[src/rtl/operand_fetch.sv]
// Operand fetch stage: reads two register operands from the bank with same-cycle write forwarding
// and presents them to the ALU through a 2-entry buffer whose held entries snoop later bank writes.
module operand_fetch #(
   parameter int unsigned NREGS = 16,
   parameter int unsigned WIDTH = 16,
   parameter int unsigned AW    = 4
) (
   input  logic                   clk_i,
   input  logic                   rst_ni,
   input  logic [NREGS*WIDTH-1:0] regs_flat_i,
   input  logic [NREGS-1:0]       wr_en_i,
   input  logic [WIDTH-1:0]       wr_data_i,
   input  logic                   req_valid_i,
   output logic                   req_ready_o,
   input  logic [AW-1:0]          rs_addr_i,
   input  logic [AW-1:0]          rt_addr_i,
   output logic                   op_valid_o,
   input  logic                   op_ready_i,
   output logic [WIDTH-1:0]       op_a_o,
   output logic [WIDTH-1:0]       op_b_o,
   output logic [AW-1:0]          op_rs_o,
   output logic [AW-1:0]          op_rt_o,
   output logic                   err_multi_o
);

   typedef enum logic [1:0] {
      StEmpty = 2'd0,
      StOne   = 2'd1,
      StTwo   = 2'd2
   } state_e;

   state_e           state_q, state_d;
   logic [WIDTH-1:0] a_q  [2];
   logic [WIDTH-1:0] a_d  [2];
   logic [WIDTH-1:0] b_q  [2];
   logic [WIDTH-1:0] b_d  [2];
   logic [AW-1:0]    rs_q [2];
   logic [AW-1:0]    rs_d [2];
   logic [AW-1:0]    rt_q [2];
   logic [AW-1:0]    rt_d [2];
   logic             err_q, err_d;

   logic             push, pop, multi;
   logic [WIDTH-1:0] cap_a, cap_b;
   logic [WIDTH-1:0] snp_a [2];
   logic [WIDTH-1:0] snp_b [2];

   // Capture with forwarding, plus the snooped view of every held slot.
   always_comb begin
      cap_a = wr_en_i[rs_addr_i] ? wr_data_i : regs_flat_i[rs_addr_i*WIDTH +: WIDTH];
      cap_b = wr_en_i[rt_addr_i] ? wr_data_i : regs_flat_i[rt_addr_i*WIDTH +: WIDTH];
      for (int i = 0; i < 2; i++) begin
         snp_a[i] = wr_en_i[rs_q[i]] ? wr_data_i : a_q[i];
         snp_b[i] = wr_en_i[rt_q[i]] ? wr_data_i : b_q[i];
      end
   end

   assign push  = req_valid_i & (state_q != StTwo);
   assign pop   = (state_q != StEmpty) & op_ready_i;
   assign multi = |(wr_en_i & (wr_en_i - NREGS'(1)));

   always_comb begin
      state_d = state_q;
      a_d     = a_q;
      b_d     = b_q;
      rs_d    = rs_q;
      rt_d    = rt_q;
      err_d   = err_q | multi;
      unique case (state_q)
         StEmpty: begin
            if (push) begin
               a_d[0]  = cap_a;
               b_d[0]  = cap_b;
               rs_d[0] = rs_addr_i;
               rt_d[0] = rt_addr_i;
               state_d = StOne;
            end
         end
         StOne: begin
            if (push && pop) begin
               a_d[0]  = cap_a;
               b_d[0]  = cap_b;
               rs_d[0] = rs_addr_i;
               rt_d[0] = rt_addr_i;
            end else if (push) begin
               a_d[0]  = snp_a[0];
               b_d[0]  = snp_b[0];
               a_d[1]  = cap_a;
               b_d[1]  = cap_b;
               rs_d[1] = rs_addr_i;
               rt_d[1] = rt_addr_i;
               state_d = StTwo;
            end else if (pop) begin
               state_d = StEmpty;
            end else begin
               a_d[0] = snp_a[0];
               b_d[0] = snp_b[0];
            end
         end
         StTwo: begin
            if (pop) begin
               // Second entry moves to the head and still snoops this edge.
               a_d[0]  = snp_a[1];
               b_d[0]  = snp_b[1];
               rs_d[0] = rs_q[1];
               rt_d[0] = rt_q[1];
               state_d = StOne;
            end else begin
               a_d[0] = snp_a[0];
               b_d[0] = snp_b[0];
               a_d[1] = snp_a[1];
               b_d[1] = snp_b[1];
            end
         end
         default: state_d = StEmpty;
      endcase
   end

   always_ff @(posedge clk_i or negedge rst_ni) begin
      if (!rst_ni) begin
         state_q <= StEmpty;
         err_q   <= 1'b0;
         for (int i = 0; i < 2; i++) begin
            a_q[i]  <= '0;
            b_q[i]  <= '0;
            rs_q[i] <= '0;
            rt_q[i] <= '0;
         end
      end else begin
         state_q <= state_d;
         err_q   <= err_d;
         a_q     <= a_d;
         b_q     <= b_d;
         rs_q    <= rs_d;
         rt_q    <= rt_d;
      end
   end

   assign req_ready_o = (state_q != StTwo);
   assign op_valid_o  = (state_q != StEmpty);
   assign op_a_o      = a_q[0];
   assign op_b_o      = b_q[0];
   assign op_rs_o     = rs_q[0];
   assign op_rt_o     = rt_q[0];
   assign err_multi_o = err_q;

endmodule
[config.mk]
export PLATFORM = sky130hd
export DESIGN_NAME = operand_fetch
export DESIGN_NICKNAME = d
export VERILOG_FILES = /design/src/rtl/operand_fetch.sv
export SDC_FILE = /design/constraint.sdc
export NUM_CORES = 1
export LEC_CHECK = 0
export BUFFER_PORTS_ARGS = -buffer_cell sky130_fd_sc_hd__buf_2
export CAP_MARGIN = 20
export CORE_UTILIZATION = 33
export CTS_CLUSTER_DIAMETER = 50
export DETAILED_ROUTE_END_ITERATION = 6
export SLEW_MARGIN = 20
export SYNTH_ARGS = -nofsm -noshare
export SYNTH_HDL_FRONTEND = slang
export SYNTH_SLANG_ARGS = --single-unit
[constraint.sdc]
create_clock -name clk_i -period 7 [get_ports clk_i]
set_clock_uncertainty 0.2 [all_clocks]
set_input_delay 0.35 -clock clk_i [delete_from_list [all_inputs] [get_ports clk_i]]
set_output_delay 0.35 -clock clk_i [all_outputs]
set_load 0.02 [all_outputs]
==> out/results.ini, run 1 <==
[status]
outcome = complete, no violations

[grt]
grt_first_pass_wirelength_um = 60800
overflow = 0
antenna_found_initial = 13
grt_max_degree = 68
grt_util_all_layers = 0.243
grt_pass1_vias = 9871

[finish]
syn_to_final_growth_pct = 17.7
drive_gt1_frac = 0.478
fill_cells = 3083
ff_latch_area_mm2 = 0.00208
stdcell_area_mm2 = 0.0125
fin_nets = 1482
multi_input_area_mm2 = 0.00768
instances_no_fill = 1596

[worst_setup_path]
startpoint = state_q[0]
cp.arrival_ns = 3.33
cp_max_fo = 46
critPathKind = flip-flop to flip-flop
start_kind = flip-flop
reg2reg_from = state_q[0]
required_ns = 6.98
cp-end-kind = flip-flop

[synthesis]
synth.avg_cell_area_um2 = 11.0
synth_ff_type = dfrtp_1
synthesis.area_mm2 = 0.0106
synth-seq-cells = 83
ys_types = 37
yosys_warnings = 0
synth_edf_count = 0
syn_nets = 1264
ys_seq_area_frac = 0.196
synthCells = 959
async_flop_share = 1.00

[clock_network]
cts_buffers = 9
cts_buffer_depth = 2
cts_sinks = 83
postCtsSetupRepairBufs = 0
htree_levels = 3
clkTransAtPathRegs_ns = 0.07
cts_tree = done
clock_latency_ns = 0.35
cts-root-buf = clkbuf_16

[die]
die_y_um = 181
dieArea_mm2 = 0.0328
core_mm2 = 0.0316
ios = 343
start_util = 0.336
rows = 65
die_w_um = 181

[placed_design]
portBuffers = 342
dpl_cell_area_mm2 = 0.0122
dp.cells = 1567
hpwlAfterDp_um = 29900
preCtsSetupSlack_ns = 3.42
gp_congestion = 0.950

[timing]
max_freq_mhz = 298
fin_ws_ns = 3.65
fin_crit_ns = 3.35
setup_viol_count_final = 0
slew_violations = 0
period_share = 0.479
tns_ns = 0
relSlewSlack = 0.286
rsz0062_at_grt = false
tightest_slew_ns = 1.05
finalHoldViolCount = 0

[drt]
avgRoutedWirePerCell_um = 25.4
wl_um = 40600
drc = 0
ant_nets = 0
viasPerCell = 6.30
detail_route.iter0.violations = 798
firstDrtPassIters = 5
vias = 10049

[power_and_ir_drop]
clkPwrFrac = 0.099
power.internal_mw = 2.37
p_leak_nw = 5.25
switching_share = 0.479
power-per-cell-area_mw_per_mm2 = 366
power.switching_mw = 2.18
ir_worst_vdd_mv = 0.399
p_comb_frac = 0.679
seqPwrFrac = 0.222

[worst_hold_path]
hold_start = wr_data_i[3]
hold_path.class = primary input to flip-flop

[job]
drv_cap = 0

## placed cells by master (no fill, tap or decap), drive strengths merged, types with 2 or more instances in the layout
master,Yosys,final
clkinvlp,0,2
nor3,2,2
nand2b,3,3
and2,2,2
a21oi,9,9
clkbuf,75,11
a22oi,65,65
a221oi,33,33
mux2i,144,144
o22ai,65,65
o21ai,35,35
nor2,76,76
o31ai,2,2
clkinv,0,3
mux2,24,24
dfrtp,83,83
or4,2,2
inv,8,8
mux4,152,152
nand2,44,44
maj3,2,2
buf,81,362
o32a,33,33
nor2b,6,6
diode,0,12
ha,5,5
## sequential cells by signal (all words and copies together), names as in the netlist
signal       count
err_multi_o      1
op_rt_o          4
op_b_o          16
op_a_o          16
state_q          2
a_q             16
rt_q             4
b_q             16
rs_q             4
op_rs_o          4
## cells in the mapped netlist (2+ instances only)
master / instances / area (um^2)
ha_1: 5 / 62.6
or4_1: 2 / 15.0
o31ai_1: 2 / 15.0
clkbuf_1: 75 / 282
mux4_2: 152 / 3420
a221oi_1: 33 / 289
a21oi_1: 9 / 45.0
inv_1: 8 / 30.0
o21ai_0: 14 / 70.1
mux2i_4: 6 / 135
o32a_1: 33 / 330
maj3_1: 2 / 20.0
buf_2: 24 / 120
nor2b_1: 6 / 37.5
nand2_1: 44 / 165
nand2b_1: 3 / 18.8
o22ai_1: 65 / 407
nor2_1: 76 / 285
mux2i_1: 136 / 1360
o21ai_1: 21 / 105
buf_6: 4 / 45.0
dfrtp_1: 83 / 2080
mux2_2: 24 / 270
mux2i_2: 2 / 27.5
and2_1: 2 / 12.5
a22oi_1: 65 / 488
buf_4: 48 / 360
buf_1: 5 / 18.8
nor3_1: 2 / 10.0
## worst paths after layout
kind                                    to  slack [ns]  depth (start not counted)
worst min register to register  op_b_o[10]        0.35                          1
max in group asynchronous        op_a_o[9]        5.16                          3
worst max-delay path                a_q[8]        3.65                          9
min in group asynchronous       op_rs_o[0]        0.35                          2
worst min-delay path                b_q[3]        0.21                          3
worst max register to register      a_q[8]        3.65                          9
## timing repair
action                    CTS  global route
hold endpoints to repair   36             0
resized for setup           0             0
hold buffers                1             0
## stage by stage
stage	utilization	total power [mW]	hold WS [ns]
after floorplan	-	3.42	-0.146
after global placement	0.385	4.03	0.170
after detailed placement	0.385	4.09	0.172
after CTS	0.394	4.55	0.202
after global routing	0.395	4.84	0.217
final	0.395	4.56	0.211
## final cells by class
cell class / count / share of cell area
Clock buffer: 11 / 0.0187
Tap cell: 402 / 0.0404
Sequential cell: 83 / 0.167
Clock inverter: 5 / 0.00241
Antenna cell: 12 / 0.00241
Inverter: 8 / 0.00241
Multi-Input combinational cell: 712 / 0.616
Timing Repair Buffer: 363 / 0.151
## worst max-delay path, cell delays in order (launching register included)
cell	delay [ns]
dfrtp_1	0.43
inv_1	0.10
ha_1	0.17
buf_4	0.51
nand2_1	0.14
a21oi_2	0.17
buf_4	0.41
nand2_1	0.60
o22ai_1	0.31
a221oi_1	0.11
## power by group through the flow
stage	combinational [mW]	clock [mW]	sequential (mW)
after global routing	3.32	0.475	1.05
final	3.10	0.450	1.01
after floorplan	2.49	0	0.933
after detailed placement	3.07	0	1.02
after CTS	3.08	0.457	1.01
after global placement	3.04	0	0.997
## cells by family (layout without fill, tap and decap cells)
group,after synthesis,count (layout),share of synthesized area
compound gates,248,248,0.170
fa+ha+maj,7,7,0.00780
buf+inv,164,387,0.0808
flops,83,83,0.196
mux,320,320,0.493
other cells,0,12,0
simple gates,137,137,0.0525
## layer usage
layer | part of all wire | up-vias | wire, um | track usage
met2 | 0.47 | 548 | 19100 | 0.383
met5 | 0.00067 | - | 27 | 0
li1 | - | 4350 | - | -
met3 | 0.079 | 79 | 3200 | 0.0407
met1 | 0.41 | 5068 | 16700 | 0.332
met4 | 0.036 | 4 | 1450 | 0.0946
(Power assumes the default switching activity.)
==> run 2: changes to the inputs <==
==> constraint.sdc (replaced) <==
create_clock -name clk_i -period 3.5 [get_ports clk_i]
set_clock_uncertainty 0.2 [all_clocks]
set_input_delay 0.175 -clock clk_i [delete_from_list [all_inputs] [get_ports clk_i]]
set_output_delay 0.175 -clock clk_i [all_outputs]
set_load 0.02 [all_outputs]
==> run 2 against run 1 <==
Effect of this change: worst setup slack worse by 3.1 ns; cell count up 0.75%; sequential power up 100%; non-clock buffer count up 13; largest cell class unchanged.
==> out/results.ini, run 2 (synthesis gave the netlist of run 1 again) <==
[timing]
period_share = 0.832  ; +0.353
rsz0062_at_grt = false
relSlewSlack = 0.382  ; +0.0962
tightest_slew_ns = 0.907  ; -0.141 ns
setup_viol_count_final = 0  ; unchanged
fin_crit_ns = 2.91  ; -0.439 ns
finalHoldViolCount = 0  ; unchanged
max_freq_mhz = 343  ; +15%
tns_ns = 0  ; unchanged
slew_violations = 0  ; unchanged

[power_and_ir_drop]
power.internal_mw = 4.98  ; +110%
p_leak_nw = 5.37  ; +2.3%
switching_share = 0.468  ; -0.0114
ir_worst_vdd_mv = 0.510  ; +28%
power-per-cell-area_mw_per_mm2 = 737  ; +100%
p_comb_frac = 0.667  ; -0.012
power.switching_mw = 4.37  ; +100%
seqPwrFrac = 0.217  ; -0.005
clkPwrFrac = 0.116  ; +0.017

[worst_setup_path]
required_ns = 3.59  ; -3.39 ns
cp.arrival_ns = 3.00  ; -0.33 ns
critPathKind = flip-flop to flip-flop
cp_max_fo = 16  ; -65%
cp-end-kind = flip-flop
start_kind = flip-flop
reg2reg_slack_ns = 0.59  ; -3.06 ns

[grt]
grt_util_all_layers = 0.245  ; +0.00250
grt_pass1_vias = 10153  ; +2.9%
antenna_found_initial = 15  ; +2
overflow = 0  ; unchanged
grt_first_pass_wirelength_um = 61400  ; +1.1%
grt_max_degree = 65  ; -4.4%

[drt]
drc = 0  ; unchanged
wl_um = 41100  ; +1.3%
vias = 10070  ; +0.21%
avgRoutedWirePerCell_um = 25.6  ; +0.54%
viasPerCell = 6.26  ; -0.54%
detail_route.iter0.violations = 682  ; -15%
ant_nets = 0  ; unchanged
firstDrtPassIters = 5  ; unchanged

[die]
start_util = 0.336  ; unchanged
rows = 65  ; unchanged
ios = 343  ; unchanged
die_y_um = 181  ; unchanged
die_w_um = 181  ; unchanged
core_mm2 = 0.0316  ; unchanged
dieArea_mm2 = 0.0328  ; unchanged

[finish]
fin_nets = 1495  ; +0.88%
stdcell_area_mm2 = 0.0127  ; +1.8%
final_util = 0.402  ; +0.00718
final_cell_mix = buf_2, mux4_2, mux2i_1
fill_cells = 3089  ; +0.19%
mostFrequentLayoutCell = buf_2
drive_gt1_frac = 0.485  ; +0.00652
syn_to_final_growth_pct = 19.8

[clock_network]
cts_buffer_depth = 2  ; unchanged
cts.hold.buffers_added = 1  ; unchanged
clock_latency_ns = 0.35  ; about the same
postCtsSetupRepairBufs = 0  ; unchanged
cts_tree = done
cts_resized = 0  ; unchanged
cts_buffers = 9  ; unchanged
htree_levels = 3  ; unchanged
cts_sinks = 83  ; unchanged
clkTransAtPathRegs_ns = 0.07  ; about the same
cts-root-buf = clkbuf_16

[worst_hold_path]
hold_path.class = primary input to flip-flop

[placed_design]
hpwlAfterDp_um = 31300  ; +4.4%
gp_congestion = 0.914  ; -3.8%
dpl_cell_area_mm2 = 0.0123  ; +1.4%
portBuffers = 342  ; unchanged

[job]
drv_cap = 0  ; unchanged

[status]
outcome = complete, no violations

run 2: cell types whose count changed in the layout (fill, tap and decap cells not counted), sizes merged:
cell,before,now
bufinv,0,2
buf,362,375
clkinvlp,2,1
diode,12,11
inv,8,11
clkbuf,11,9
clkinv,3,1
run 2: through the flow:
step           total power [mW]  instances  hold slack [ns]  worst slack (ns)
2_1_floorplan              6.84        959           -0.321             0.911
3_3_place_gp               8.04       1580            0.149             0.617
3_5_place_dp               8.22       1580            0.141             0.582
4_1_cts                    9.34       1597           0.0105             0.550
5_1_grt                    9.92       1607           0.0374             0.291
6_report                   9.35       1608           0.0242             0.588
run 2: layout make-up:
| type | instances | area, um^2 | share of cell area |
|---|---|---|---|
| clock inverter | 7 | 98.8 | 0.00779 |
| timing repair buffer | 376 | 2050 | 0.162 |
| tap | 402 | 503 | 0.0396 |
| inverter | 8 | 30.0 | 0.00237 |
| sequential | 83 | 2080 | 0.164 |
| multi-input combinational | 712 | 7670 | 0.605 |
| antenna | 11 | 27.5 | 0.00217 |
| clock buffer | 9 | 225 | 0.0177 |
run 2: worst paths after layout:
| path | start | end | cells past startpoint |
|---|---|---|---|
| min reg2reg | op_b_o[6] | op_b_o[6] | 1 |
| max in group asynchronous | rst_ni | op_a_o[14] | 3 |
| max reg2reg | state_q[0] | op_b_o[4] | 7 |
| max | state_q[0] | op_b_o[4] | 7 |
| min in group asynchronous | rst_ni | state_q[0] | 2 |
| min | rs_addr_i[3] | rs_q[3] | 2 |
run 2: routing by layer:
metal  GRT usage  routed length (um)
met2       0.399               19800
met4      0.0881                1250
met1       0.328               17000
met3      0.0413                2960
met5           0                  59
run 2: worst max-delay path, cell delays in order (launching register included):
cell and delay, ns:
dfrtp_1 0.43, inv_1 0.11, ha_1 0.35, nor2b_1 0.12, a221oi_1 0.59, nand2_1 0.53, o21ai_0 0.34, o32a_1 0.18
run 2: power groups by stage:
stage	sequential, mW	clock, mW	combinational (mW)
4_1_cts	2.03	1.10	6.21
3_3_place_gp	2.00	0	6.05
3_5_place_dp	2.05	0	6.18
5_1_grt	2.11	1.13	6.68
2_1_floorplan	1.87	0	4.98
6_report	2.03	1.08	6.23
